<file path="config.mk">
export PLATFORM = sky130hd
export DESIGN_NAME = mem_port_arbiter_flat
export DESIGN_NICKNAME = d
export VERILOG_FILES = /design/src/rtl/mem_port_arbiter_if.sv /design/src/rtl/mem_port_arbiter.sv /design/src/flat_wrapper.sv
export SDC_FILE = /design/constraint.sdc
export NUM_CORES = 1
export LEC_CHECK = 0
export CAP_MARGIN = 40
export CORE_MARGIN = 3
export CORE_UTILIZATION = 39
export DETAILED_ROUTE_END_ITERATION = 10
export GPL_ROUTABILITY_DRIVEN = 1
export GPL_TIMING_DRIVEN = 0
export PLACE_DENSITY = 0.86
export SLEW_MARGIN = 15
export SYNTH_ARGS = -nofsm -noshare
export SYNTH_HDL_FRONTEND = slang
export SYNTH_SLANG_ARGS = --single-unit
</file>
<file path="constraint.sdc">
create_clock -name clk -period 2.6 [get_ports clk]
set_input_delay 0.65 -clock clk [delete_from_list [all_inputs] [get_ports clk]]
set_output_delay 0.65 -clock clk [all_outputs]
set_load 0.01 [all_outputs]
</file>
<file path="src/rtl/mem_port_arbiter_if.sv">
// ---------------------------------------------------------------------------
// mem_port_arbiter_if
//   Bundles the two requester ports and the unified memory port that the
//   arbiter sits between.
//   Ports (signals):
//     req[1:0], we[1:0]        per-port request / write enable
//     addr0, addr1             per-port byte address
//     wdata0, wdata1           per-port write data
//     gnt[1:0], done[1:0]      one-cycle accept / completion pulses
//     rdata                    data of the most recently completed read
//     busy                     arbiter is running an access
//     mem_adr, mem_writedata   address / write data towards memory
//     mem_we                   single-cycle memory write strobe
//     mem_readdata             data returned by memory
//   Modports: slave = arbiter side, master = requesters + memory side.
// ---------------------------------------------------------------------------
interface mem_port_arbiter_if #(
   parameter int ADDR_W = 32,
   parameter int DATA_W = 32
);
   logic [1:0]        req;
   logic [1:0]        we;
   logic [ADDR_W-1:0] addr0;
   logic [ADDR_W-1:0] addr1;
   logic [DATA_W-1:0] wdata0;
   logic [DATA_W-1:0] wdata1;
   logic [1:0]        gnt;
   logic [1:0]        done;
   logic [DATA_W-1:0] rdata;
   logic              busy;
   logic [ADDR_W-1:0] mem_adr;
   logic [DATA_W-1:0] mem_writedata;
   logic              mem_we;
   logic [DATA_W-1:0] mem_readdata;

   modport slave (
      input  req, we, addr0, addr1, wdata0, wdata1, mem_readdata,
      output gnt, done, rdata, busy, mem_adr, mem_writedata, mem_we
   );

   modport master (
      output req, we, addr0, addr1, wdata0, wdata1, mem_readdata,
      input  gnt, done, rdata, busy, mem_adr, mem_writedata, mem_we
   );
endinterface

</file>
<file path="src/rtl/mem_port_arbiter.sv">
// ---------------------------------------------------------------------------
// mem_port_arbiter
//   Shares one memory port between port 0 (processor) and port 1
//   (loader/DMA). One transaction outstanding at a time, round-robin on
//   ties, fixed MEM_LAT-cycle accesses.
//   Ports:
//     clk        rising-edge clock
//     reset      synchronous, active-high
//     bus        mem_port_arbiter_if.slave (requester + memory signals)
//     state_dbg  current FSM state (0 = IDLE, 1 = ACCESS)
//
//   Handshake: a requester raises req[p] with we/addr/wdata stable and
//   holds them until it sees gnt[p] (the inputs were latched on the edge
//   that raised gnt). done[p] pulses once, MEM_LAT cycles after gnt[p];
//   for a read, rdata is valid from that cycle on. A req[p] still high
//   after gnt[p] is a fresh request. req is not looked at during ACCESS.
// ---------------------------------------------------------------------------
module mem_port_arbiter #(
   parameter int ADDR_W  = 32,
   parameter int DATA_W  = 32,
   parameter int MEM_LAT = 1
) (
   input  logic                 clk,
   input  logic                 reset,
   mem_port_arbiter_if.slave    bus,
   output logic                 state_dbg
);

   localparam int CNT_W = $clog2(MEM_LAT + 1);

   typedef enum logic {
      IDLE   = 1'b0,
      ACCESS = 1'b1
   } state_t;

   state_t           state;
   state_t           state_nxt;
   logic [CNT_W-1:0] cnt;
   logic             last_granted;
   logic             owner;
   logic             we_q;
   logic             winner;
   logic             take;
   logic             finish;

   // State register
   always_ff @(posedge clk) begin
      if (reset) begin
         state <= IDLE;
      end else begin
         state <= state_nxt;
      end
   end

   // Next-state: arbitration in IDLE, latency count in ACCESS
   always_comb begin
      state_nxt = state;
      winner    = 1'b0;
      take      = 1'b0;
      finish    = 1'b0;
      case (state)
         IDLE: begin
            if (bus.req != 2'b00) begin
               take      = 1'b1;
               state_nxt = ACCESS;
               case (bus.req)
                  2'b01:   winner = 1'b0;
                  2'b10:   winner = 1'b1;
                  // Tie: the port that did not win last time
                  default: winner = ~last_granted;
               endcase
            end
         end
         ACCESS: begin
            // cnt counts completed ACCESS cycles; the last one is MEM_LAT-1
            if (cnt == CNT_W'(MEM_LAT - 1)) begin
               finish    = 1'b1;
               state_nxt = IDLE;
            end
         end
         default: state_nxt = IDLE;
      endcase
   end

   // Datapath and registered handshake outputs
   always_ff @(posedge clk) begin
      if (reset) begin
         bus.gnt           <= 2'b00;
         bus.done          <= 2'b00;
         bus.mem_we        <= 1'b0;
         bus.mem_adr       <= '0;
         bus.mem_writedata <= '0;
         bus.rdata         <= '0;
         cnt               <= '0;
         last_granted      <= 1'b1;
         owner             <= 1'b0;
         we_q              <= 1'b0;
      end else begin
         // Pulses default low; mem_we is therefore a one-cycle strobe
         bus.gnt    <= 2'b00;
         bus.done   <= 2'b00;
         bus.mem_we <= 1'b0;
         if (take) begin
            bus.mem_adr       <= winner ? bus.addr1  : bus.addr0;
            bus.mem_writedata <= winner ? bus.wdata1 : bus.wdata0;
            we_q              <= bus.we[winner];
            bus.mem_we        <= bus.we[winner];
            owner             <= winner;
            last_granted      <= winner;
            bus.gnt           <= winner ? 2'b10 : 2'b01;
            cnt               <= '0;
         end
         if (state == ACCESS) begin
            cnt <= cnt + 1'b1;
            if (finish) begin
               if (!we_q) begin
                  bus.rdata <= bus.mem_readdata;
               end
               bus.done <= owner ? 2'b10 : 2'b01;
            end
         end
      end
   end

   assign bus.busy  = (state == ACCESS);
   assign state_dbg = (state == ACCESS);

endmodule
</file>
<file path="src/flat_wrapper.sv">
// flat-port wrapper written by rule: the top's interface ports become plain ports
module mem_port_arbiter_flat 
#(
   parameter int ADDR_W  = 32,
   parameter int DATA_W  = 32,
   parameter int MEM_LAT = 1
)
  (clk, reset, state_dbg, bus_req, bus_we, bus_addr0, bus_addr1, bus_wdata0, bus_wdata1, bus_mem_readdata, bus_gnt, bus_done, bus_rdata, bus_busy, bus_mem_adr, bus_mem_writedata, bus_mem_we);
  mem_port_arbiter_if #(.ADDR_W(ADDR_W), .DATA_W(DATA_W)) bus_i ();
  input  logic clk;
  input  logic reset;
  output logic state_dbg;
  input wire logic [$bits(bus_i.req)-1:0] bus_req;
  input wire logic [$bits(bus_i.we)-1:0] bus_we;
  input wire logic [$bits(bus_i.addr0)-1:0] bus_addr0;
  input wire logic [$bits(bus_i.addr1)-1:0] bus_addr1;
  input wire logic [$bits(bus_i.wdata0)-1:0] bus_wdata0;
  input wire logic [$bits(bus_i.wdata1)-1:0] bus_wdata1;
  input wire logic [$bits(bus_i.mem_readdata)-1:0] bus_mem_readdata;
  output wire logic [$bits(bus_i.gnt)-1:0] bus_gnt;
  output wire logic [$bits(bus_i.done)-1:0] bus_done;
  output wire logic [$bits(bus_i.rdata)-1:0] bus_rdata;
  output wire logic [$bits(bus_i.busy)-1:0] bus_busy;
  output wire logic [$bits(bus_i.mem_adr)-1:0] bus_mem_adr;
  output wire logic [$bits(bus_i.mem_writedata)-1:0] bus_mem_writedata;
  output wire logic [$bits(bus_i.mem_we)-1:0] bus_mem_we;
  assign bus_i.req = bus_req;
  assign bus_i.we = bus_we;
  assign bus_i.addr0 = bus_addr0;
  assign bus_i.addr1 = bus_addr1;
  assign bus_i.wdata0 = bus_wdata0;
  assign bus_i.wdata1 = bus_wdata1;
  assign bus_i.mem_readdata = bus_mem_readdata;
  assign bus_gnt = bus_i.gnt;
  assign bus_done = bus_i.done;
  assign bus_rdata = bus_i.rdata;
  assign bus_busy = bus_i.busy;
  assign bus_mem_adr = bus_i.mem_adr;
  assign bus_mem_writedata = bus_i.mem_writedata;
  assign bus_mem_we = bus_i.mem_we;
  mem_port_arbiter #(.ADDR_W(ADDR_W), .DATA_W(DATA_W), .MEM_LAT(MEM_LAT)) u_core (.clk(clk), .reset(reset), .bus(bus_i), .state_dbg(state_dbg));
endmodule
</file>
# ---- Word-level counts from Yosys, hierarchy flattened
# Index checks and enable logic that the tools add are counted.
dict set report op_classes {
  n_addsub 1
  order_cmp 1
  eq_ne 2
  muxes 17
  bitwise 5
  n_reduce_logical 5
}
# op count
set ops {}
lappend ops {{$mux W32} 2}
lappend ops {{$mux W1} 11}
lappend ops {{$not A1 Y1} 5}
lappend ops {{$mux W2} 2}
lappend ops {{$pmux W1 S2} 2}
lappend ops {{$reduce_bool A2 Y1} 2}
lappend ops {{$reduce_and A3 Y1} 1}
lappend ops {{$reduce_or A3 Y1} 1}
lappend ops {{$eq A2 B1 Y1 const B} 1}
lappend ops {{$eq A2 B2 Y1 const B} 1}
lappend ops {{$lt A1 B2 Y1 const B} 1}
lappend ops {{$reduce_or A2 Y1} 1}
lappend ops {{$add A1 B1 Y1 const B} 1}
dict set report totals {
  ff_bits 106
  input_bits 166
  out_inout_bits 103
  word_cells 42
}

# ---- Depth between registers and ports, before layout
dict set report depth {
  word_depth 6
  mapped_depth 8
  ltp_nobuf 6
}

# ---- Least setup slack after synthesis
# Ideal clock, no wire load.
dict set report synth_path {
  path_kind {input -> register}
  startpoint {input port bus_req[0]}
  endpoint {register u_core.bus.mem_adr[10]}
  arrival_ns 1.811
  slack_ns 0.661
  path_stages 8
  n_path_buf 2
  path_cell_list {inv_1 ha_1 nor3b_2 a21oi_4 buf_6 buf_4 mux2i_1 o21ai_1}
}
dict set report synth_via {
  elab_chain_len 5
  word_cells_on_any_way 9
  classes_between {eq/ne: 2; mux: 6; reduce/logical: 1}
}
# element line
set synth_lines {}
lappend synth_lines {{from (decl)} flat_wrapper.sv:13} ;# input wire logic [$bits(bus_i.req)-1:0] bus_req;
lappend synth_lines {{$eq A2 B2 Y1 or $eq A2 B1 Y1 (tied branches)} mem_port_arbiter.sv:66} ;# case (bus.req)
lappend synth_lines {{$pmux W1 S2} mem_port_arbiter.sv:66}
lappend synth_lines {{$mux W1} mem_port_arbiter.sv:63} ;# if (bus.req != 2'b00) begin
lappend synth_lines {{$mux W1} mem_port_arbiter.sv:61} ;# case (state)
lappend synth_lines {{$mux W32} mem_port_arbiter.sv:104} ;# bus.mem_adr <= winner ? bus.addr1 : bus.addr0;
lappend synth_lines {{to (signal assigned)} mem_port_arbiter.sv:104}
lappend synth_lines {{to (decl)} mem_port_arbiter_if.sv:38} ;# output gnt, done, rdata, busy, mem_adr, mem_writedata, mem_we
# Parallel ways exist; a longest one is shown, timed or not.
# A chain may end at the register's enable or synchronous reset.

# ---- Worst setup path after layout
dict set report layout_path {
  startpoint {input port bus_req[1]}
  endpoint {register u_core.bus.mem_adr[16]}
}
# Same word-level chain as after synthesis.

==> metrics.md <==
| Metric | Value |
|---|---|
| Status | finished, final reports clean |
| Hold Buf Count CTS | 0 |
| Worst Hold Class | reg -> reg |
| CTS root buffer | clkbuf_8 |
| Avg WL per Cell | 15.27 um |
| Max clock buf depth | 2 |
| Startpoint types | input pin |
| RSZ-0062 raised after global routing | false |
| Final setup vio count | 0 |
| Distinct cells, synth | 24 |
| Clk slew on worst S/H paths | 0.10 ns |
| First-pass GRT wire length | 20380 um |
| Crit Path Max Fanout | 10 |
| Total GRT Usage | 0.2232 |
| Clock latency on the worst-skew pair | roughly 0.37 ns |
| Die area | ~12000 um2 |
| Period Utilization, post-route | 0.8769 |
| Vias after detailed routing | around 4.2k |
| Residual DRC count | 0 |
| FFs w/ async S/R, synth | 0 |
| CP Data Arrival Time | roughly 2.5 ns |
| GPL Wtd Cong | approximately 0.82 |
| Syn avg cell area | about 9 um2 |
| Most frequent cells in the layout | clkdlybuf4s50_1, nand2_1, dfxtp_1 |
| Synthesis Warnings | 0 |
| CP required | 2.85 ns |
| Most common cell after layout, fill and taps aside | clkdlybuf4s50_1 |
| Die width | between 100 and 150 um |
| Final HPWL DP | between 10000 and 15000 um |
| Final Max Slew Viols | 0 |
| Fmax | 438.6 MHz |
| Max incr delay on CP | 0.53 ns |
| Skew final | roughly 0.0057 ns |
| Min Hold Slack | ~0.45 ns |
| Total gr overflow | 0 |
| Syn_nets | between 600 and 700 |
| Antenna diodes | 0 |
| Via density | 4.802 |
| Core Region | ~10000 um2 |
| Relative slew slack | 0.6826 |
| Nets | about 900 |
| Worst-path cell chain | clkdlybuf4s50_1 -> inv_1 -> ha_1 -> nor3b_2 -> a21oi_4 -> buf_6 -> buf_4 -> mux2i_1 -> o21ai_1 |
| Post-Place Cell Area | a little under 7000 um2 |
| Drt first pass iters | 4 |
| Ratio of cells with drive above 1 in the final layout | 0.05007 |
| Setup Crit Path Kind | in -> reg |
| Final Hold Fails | 0 |
| Cell Rows | 36 |
| # Post-CTS Setup Buffers | 0 |
| CTS buffer count | 9 |
| Initial antenna violation count | 0 |
| Ys flop type | dfxtp_1 |
| Mapped cell area | 4070 um2 |
| Worst slew pin tran | approximately 0.48 ns |
| PD cells | ~540 nW/um2 |
| Drt total wl | 13320 um |
| CTS resizes | 0 |
| Slowest-stage cell, CP | clkdlybuf4s50_1 |
| Sequential area share after synthesis | 0.5214 |
| Clock sinks | between 100 and 150 |
| Fillcell total | 749 |
| Ports | 269 |
| Final min period | about 2.3 ns |
| CTS tree | yes |
| Inst Count DP | between 800 and 900 |
| R2r setup slk | approximately 0.9 ns |
| Cell count after synthesis | 455 |
| CTS H-tree lvls | 3 |
| Die height | about 110 um |
| Yosys reg bits | approximately 110 |
| PortBufs | 268 |
| Starting Density | 0.4089 |
| Max IR drop VDD | between 200 and 300 uV |
| Number of flops mapped to enable cells by yosys | 0 |
| Largest net degree at the start of global routing | 19 |
| Number of DRC markers in iteration 0 | between 100 and 150 |
| Area growth, synth to finish | 74.82% |
| Vias in the first global route | roughly 4.2k |
| Fin area | around 7100 um2 |
| Routed Antenna Nets | 0 |
| Leak Pwr | a little under 3 nW |
| Maxcap violations | 0 |
| Crit end category | register |
| Fin cells | slightly below 900 |
final timing paths:
kind                          start                      to  cells after the start
max                      bus_req[1]  u_core.bus.mem_adr[16]                      9
min          u_core.bus.mem_adr[27]  u_core.bus.mem_adr[27]                      2
max reg2reg         u_core.bus.busy   u_core.bus.mem_adr[1]                      5
min reg2reg  u_core.bus.mem_adr[27]  u_core.bus.mem_adr[27]                      2
registers in the layout, indices dropped and copies added (netlist names):
register and flops:
u_core.bus.mem_adr 32, u_core.bus.mem_writedata 32, u_core.bus.rdata 32, u_core.bus.done 2
u_core.bus.gnt 2, u_core.bus.busy 1, u_core.bus.mem_we 1, u_core.cnt 1
u_core.last_granted 1, u_core.owner 1, u_core.we_q 1
synthesized netlist by cell type (all sizes together) (2+ instances only):
cell type | n | area share
nor3b | 2 | 0.0049
nand2 | 129 | 0.12
buf | 17 | 0.026
clkbuf | 15 | 0.014
o21ai | 64 | 0.079
mux2i | 65 | 0.16
a21oi | 34 | 0.045
dfxtp | 106 | 0.52
nor2 | 8 | 0.0080
nor2b | 2 | 0.0031
inv | 3 | 0.0028
nor3 | 3 | 0.0037
through the flow:
stage               utilization  total power (W)  setup slack, ns  setup TNS [ns]
finish                   0.7148         0.003819           0.3200               0
global route             0.7148         0.004011           0.1865               0
CTS                      0.7148         0.003849           0.3026               0
detailed placement       0.6951         0.002869         -0.08404          -1.513
global placement         0.6951         0.002838         -0.06998         -0.3398
floorplan                     -         0.002246           0.6613               0
power breakdown:
group          switching [W]  internal (W)  leakage (nW)
clock               0.000579      0.000417        0.0985
sequential         0.0000734       0.00176         0.872
combinational       0.000400      0.000587          1.92
per-layer routing:
layer / vias up / wire [um] / GRT usage
met1: 1913 / 4684 / 0.2262
met3: 19 / 1370 / 0.08358
met2: 183 / 6997 / 0.4218
met5: - / 0 / 0
met4: 0 / 263 / 0.06853
li1: 2072 / - / -
worst max-delay path, delay by kind of cell:
family	cells	cell delay, ns
buffers and inverters	4	1.02
AND/OR/NAND/NOR	1	0.05
multiplexers	1	0.24
AO/OA/AOI/OAI	2	0.27
adder cells (fa/ha/maj)	1	0.28
cell families (layout without fill, tap and decap cells):
kind of cell	Yosys count	after routing	share of synthesized area
AND/OR/NAND/NOR	148	148	0.1460
flip-flops	106	106	0.5214
AO/OA/AOI/OAI	100	100	0.1270
multiplexers	65	65	0.1599
buffers and inverters	35	319	0.04273
adder cells (fa/ha/maj)	1	1	0.003074
final cells by class:
cell class	instances	area (um2)	area share
Inverter	3	11.26	0.001583
Clock buffer	11	151.4	0.02128
Buffer	32	162.7	0.02286
Clock inverter	5	45.04	0.006330
Timing Repair Buffer	268	2683	0.3770
Sequential cell	106	2122	0.2982
Tap cell	133	166.4	0.02339
Multi-Input combinational cell	314	1774	0.2493
Power figures use the tool's default switching activity.
